### src/rtl/div_pkg.sv
// Shared CPU arithmetic package: data width, iteration count and the
// sequencer state encoding used by the divider (and the multiplier control).
package div_pkg;

  localparam int DATA_W = 32;
  localparam int ITER_N = 32;
  localparam int CNT_W  = $clog2(ITER_N);

  typedef enum logic [1:0] {
    ST_IDLE = 2'd0,
    ST_CALC = 2'd1,
    ST_FIX  = 2'd2,
    ST_DONE = 2'd3
  } div_state_e;

endpackage

### src/rtl/div_step.sv
// One restoring division iteration: shift the next dividend bit into the
// partial remainder, subtract the divisor if it fits, shift in the quotient bit.
module div_step
  import div_pkg::*;
(
  input  logic [DATA_W-1:0] rem_i,
  input  logic [DATA_W-1:0] quot_i,
  input  logic [DATA_W-1:0] dvs_i,
  output logic [DATA_W-1:0] rem_o,
  output logic [DATA_W-1:0] quot_o
);

  logic [DATA_W:0] shl;
  logic [DATA_W:0] diff;

  // Compare/subtract on the shifted remainder; keep it when the divisor does not fit.
  always_comb begin
    shl  = {rem_i, quot_i[DATA_W-1]};
    diff = shl - {1'b0, dvs_i};
    if (shl >= {1'b0, dvs_i}) begin
      rem_o  = diff[DATA_W-1:0];
      quot_o = {quot_i[DATA_W-2:0], 1'b1};
    end else begin
      rem_o  = shl[DATA_W-1:0];
      quot_o = {quot_i[DATA_W-2:0], 1'b0};
    end
  end

endmodule

### src/rtl/div.sv
// Sequential signed 32-bit divider: 32 restoring steps on magnitudes, then a
// sign-fix cycle. Results land in hi (remainder) / lo (quotient) on DONE entry.
module div
  import div_pkg::*;
(
  input  logic              clk,
  input  logic              reset,
  input  logic [DATA_W-1:0] A,
  input  logic [DATA_W-1:0] B,
  input  logic              div_control,
  output logic [DATA_W-1:0] hi,
  output logic [DATA_W-1:0] lo,
  output logic              div_end,
  output logic              div_zero
);

  localparam logic [CNT_W-1:0] CNT_LAST = CNT_W'(ITER_N - 1);

  div_state_e          state_q, state_d;
  logic [CNT_W-1:0]    cnt_q;
  logic [2*DATA_W-1:0] wrk_q;     // {remainder, quotient}
  logic [DATA_W-1:0]   dvs_q;     // |B|
  logic                sa_q, sb_q;
  logic [DATA_W-1:0]   hi_q, lo_q;
  logic                dz_q;

  logic [DATA_W-1:0]   a_abs, b_abs;
  logic [DATA_W-1:0]   st_rem, st_quot;
  logic                start, b_zero;

  function automatic logic [DATA_W-1:0] neg(input logic [DATA_W-1:0] v);
    return ~v + 1'b1;
  endfunction

  // Magnitudes of the incoming operands; 0x80000000 maps to itself, which is
  // the correct unsigned magnitude.
  always_comb begin
    a_abs  = A[DATA_W-1] ? neg(A) : A;
    b_abs  = B[DATA_W-1] ? neg(B) : B;
    b_zero = (B == '0);
    start  = (state_q == ST_IDLE) && div_control;
  end

  div_step u_step (
    .rem_i  (wrk_q[2*DATA_W-1:DATA_W]),
    .quot_i (wrk_q[DATA_W-1:0]),
    .dvs_i  (dvs_q),
    .rem_o  (st_rem),
    .quot_o (st_quot)
  );

  // Sequencer state register.
  always_ff @(posedge clk) begin
    if (!reset) state_q <= ST_IDLE;
    else        state_q <= state_d;
  end

  // Next-state: zero divisor skips straight to DONE; requests outside IDLE are dropped.
  always_comb begin
    state_d = state_q;
    case (state_q)
      ST_IDLE: if (div_control) state_d = b_zero ? ST_DONE : ST_CALC;
      ST_CALC: if (cnt_q == CNT_LAST) state_d = ST_FIX;
      ST_FIX:  state_d = ST_DONE;
      ST_DONE: state_d = ST_IDLE;
      default: state_d = ST_IDLE;
    endcase
  end

  // Datapath: operand capture, iteration, sign fix and result registers.
  always_ff @(posedge clk) begin
    if (!reset) begin
      cnt_q <= '0;
      wrk_q <= '0;
      dvs_q <= '0;
      sa_q  <= 1'b0;
      sb_q  <= 1'b0;
      hi_q  <= '0;
      lo_q  <= '0;
      dz_q  <= 1'b0;
    end else begin
      dz_q <= 1'b0;
      case (state_q)
        ST_IDLE: begin
          if (start) begin
            sa_q  <= A[DATA_W-1];
            sb_q  <= B[DATA_W-1];
            dvs_q <= b_abs;
            wrk_q <= {{DATA_W{1'b0}}, a_abs};
            cnt_q <= '0;
            dz_q  <= b_zero;
          end
        end
        ST_CALC: begin
          wrk_q <= {st_rem, st_quot};
          cnt_q <= cnt_q + 1'b1;
        end
        ST_FIX: begin
          lo_q <= (sa_q ^ sb_q) ? neg(wrk_q[DATA_W-1:0]) : wrk_q[DATA_W-1:0];
          hi_q <= sa_q ? neg(wrk_q[2*DATA_W-1:DATA_W]) : wrk_q[2*DATA_W-1:DATA_W];
        end
        default: ;
      endcase
    end
  end

  assign hi       = hi_q;
  assign lo       = lo_q;
  assign div_end  = (state_q == ST_DONE);
  assign div_zero = dz_q;

endmodule

### config.mk
export PLATFORM = sky130hd
export DESIGN_NAME = div
export DESIGN_NICKNAME = d
export VERILOG_FILES = /design/src/rtl/div_pkg.sv /design/src/rtl/div_step.sv /design/src/rtl/div.sv
export SDC_FILE = /design/constraint.sdc
export NUM_CORES = 1
export LEC_CHECK = 0
export CORE_MARGIN = 4
export CORE_UTILIZATION = 43
export DETAILED_ROUTE_END_ITERATION = 7
export PLACE_DENSITY_LB_ADDON = 0.08
export SLEW_MARGIN = 20
export SYNTH_ARGS = -nofsm -noshare
export SYNTH_HDL_FRONTEND = slang
export SYNTH_SLANG_ARGS = --single-unit
### constraint.sdc
create_clock -name clk -period 5.62 [get_ports clk]
set_clock_uncertainty 0.15 [all_clocks]
set_input_delay 1.124 -clock clk [delete_from_list [all_inputs] [get_ports clk]]
set_output_delay 1.124 -clock clk [all_outputs]
set_load 0.01 [all_outputs]
==> results by group <==
Timing
  – Tcrit/Tclk final: 70.29%
  – Worst Tran Pin Value: about 1 ns
  – Final Hold Fails: 0
  – Endpoints failing setup: 0
  – Fmax: 253.2 MHz
  – Final setup margin: ~1.7 ns
  – RSZ-0062 raised after global routing: false
  – Max-slew headroom: between 30 and 40%
  – Setup TNS: 0 ns
  – Minimum clock period: slightly below 4 ns
  – Max Slew Vio Count: 0

Worst hold path
  – Worst Hold End: hi[15]
  – Worst Hold Depth: 1
  – Worst min path class: reg -> reg
  – Min-Delay Startpoint: hi[15]

Routing
  – Residual DRC count: 0
  – First DRT Iteration DRCs: ~640
  – Post-route ant nets: 0
  – DR pass1 iterations: 5
  – DR WL/cell: 17.03 um
  – Via count: ~10,000
  – Final wirelength: between 30 and 40 mm
  – DR vias/cell: 5.619

Critical path
  – Cells on worst reg2reg path: 10
  – Crit path arrival time: 4.14 ns
  – Reg2reg end: wrk_q[32]
  – Slowest CP cell: dfxtp_1
  – Critical path capture point type: flip-flop
  – CP bufs+invs: 1
  – CP Launch Point: wrk_q[32]
  – FF-to-FF setup slack: roughly 1.7 ns
  – CP Class: reg -> reg
  – Setup crit start kind: flip-flop
  – Worst-path fanout max: 18
  – Max incr delay on CP: around 0.53 ns
  – CP Data Required Time: around 5.8 ns
  – CP most frequent cell: a211o_1
  – CP top delay family: compound AO/OA/AOI/OAI gates
  – Critical Path, Cell by Cell: ha_1 > nor2b_1 > or2_2 > a211o_1 > o2111ai_1 > a211o_1 > a21o_1 > buf_4 > mux2_2 > o21ai_0
  – R2r startpoint: wrk_q[32]

Job
  – Max-cap violations: 0

Pwr
  – Worst-case vdd ir drop: slightly above 0.0002 V
  – Pwr Total: around 5.4 mW
  – Pwr dens: slightly above 400 mW/mm^2
  – Leak pwr: 5.768 nW

Global routing
  – First-pass GRT wire length: between 40 and 50 mm
  – Total grt overflow: 0
  – Largest net degree at the start of global routing: slightly above 90
  – GRT Total Usage: between 20% and 30%
  – Met1 GRT Util: between 20 and 30%
  – Global routing usage on met2: about 36%
  – Initial antenna violation count: 0
  – Vias in the first global route: a little under 10,000
  – Met3 usage: between 2 and 3%
  – Global routing's busiest layer: met2

Logic synthesis
  – Area contributors post-synth: dfxtp_1 (31%), xor2_1 (7.6%), nand2_1 (7.3%), o211a_1 (6.5%), o21ai_0 (5.8%)
  – Most instantiated cells after synthesis: nand2_1 (215), dfxtp_1 (170), o21ai_0 (130)
  – Synthesis Warnings: 0
  – Syn_nets: approximately 1,500
  – Yosys top cell by area: dfxtp_1
  – Most used DFF post-synth: dfxtp_1
  – Synth cell types: 64
  – Async set-reset flop share out of synthesis: 0%
  – Post-synth EDFFs: 0
  – Post-synth top area share: 30.60%
  – Top-count cell post-synth: nand2_1
  – Post-synthesis sequential area ratio: a little under a third
  – Gate count of the mapped netlist: about 1,400
  – Post-Syn Area per Cell: 7.945 um^2
  – Syn Std Cell Area: 0.01112 mm^2
  – Yosys reg bits: 170

Clock network
  – Clk root buf: clkbuf_16
  – Worst-case clock buffer depth: 2
  – CTS Hold Bufs: 0
  – Num CTS Buffers: 17
  – H-tree levels: 4
  – Worst skew pair latency: approximately 0.43 ns
  – Clock sinks: between 150 and 200
  – CTS tree: yes
  – Postcts setup bufs: 0
  – CTS resizes: 0
  – Clk pin slew, worst setup/hold paths: 0.07 ns

Floorplan
  – Initial core utilization: between 40% and 50%
  – Ports: approximately 130
  – Std-Cell Core Area: between 0.02 and 0.03 mm^2
  – FP Rows: 58
  – Die H: about 170 um
  – Die width: ~170 um
  – Die area: approximately 0.029 mm^2

Placed design
  – Port Buffers: 132
  – Placed cell areas: between 0.01 and 0.015 mm^2
  – DP HPWL: ~23 mm
  – Final Wtd Congestion: a little under 0.9
  – Post-Place Worst Slack: about 1.3 ns

Cells and area
  – Area Overhead vs Synth: 18.50%
  – Share of layout cells above drive strength 1: 4.453%
  – Layout Nets: 1,579
  – Design Area, Final: approximately 0.013 mm^2
  – Final core utilization: approximately 52%
  – Diodes inserted: 0

Run status
  – Status: finished clean
-- worst register-to-register path: cells and delay by family, from the launching register on --
family	cells	cell delay (ns)
DFF	1	0.53
muxes	1	0.38
AOI/OAI and AO/OA	5	1.65
adders and majority gates	1	0.34
and+or+nand+nor	2	0.44
buffers and inverters	1	0.38
-- placed cells by master, fill, tap and decap left out, types with 45 or more instances in the layout --
master / n
xor2_1: 96
o211a_1: 72
inv_1: 59
nor2_1: 48
dfxtp_1: 169
nand2_1: 215
xnor2_1: 45
clkdlybuf4s50_1: 130
o21ai_0: 130
a21oi_1: 75
-- power breakdown --
group          leakage (nW)  internal (mW)  total, mW  switching (mW)
logic                  4.10           1.04       2.48            1.43
registers              1.39           1.50       1.78           0.282
clock network         0.279          0.594       1.16           0.567
-- kinds of logic after synthesis --
family	share of synthesized area, %
xor gates and xnor gates	11.10
buffers and inverters	5.163
DFF	30.60
adders and majority gates	4.904
and+or+nand+nor	18.07
muxes	2.722
AOI/OAI and AO/OA	27.45
-- stage by stage --
stage          hold WS (ns)  cells
4_1_cts              0.3322   1812
3_5_place_dp         0.3154   1780
2_1_floorplan        0.2939   1400
3_3_place_gp         0.3111   1780
5_1_grt              0.3438   1812
6_report             0.3294   1812
-- how the worst max path moves through the flow --
| stage | endpoint | slack (ns) | cells past startpoint |
|---|---|---|---|
| final | wrk_q[32] | 1.67 | 10 |
| after global routing | wrk_q[32] | 1.46 | 10 |
| after CTS | wrk_q[32] | 1.70 | 10 |
| after detailed placement | wrk_q[29] | 1.31 | 9 |
| after global placement | wrk_q[29] | 1.33 | 9 |
| after floorplan | wrk_q[29] | 1.93 | 9 |
-- registers in the layout (all words and copies together), names as in the netlist --
name	flops
wrk_q	64
dvs_q	32
hi	32
lo	32
cnt_q	5
state_q	2
div_zero	1
sa_q	1
sb_q	1
-- layer usage --
metal	part of all wire, %	routed length [um]
met5	0	0
met1	48	14810
met2	47	14650
met3	3.4	1063
met4	1.1	337
-- final cells by class --
cell class	instances	area, um^2
clock buffer	17	425.4
tap	330	412.9
fill	2520	12150
clock inverter	15	153.9
sequential	170	3405
multi-input combinational	1078	7167
timing repair buffer	143	1396
inverter	59	221.5
(Power assumes the default switching activity.)
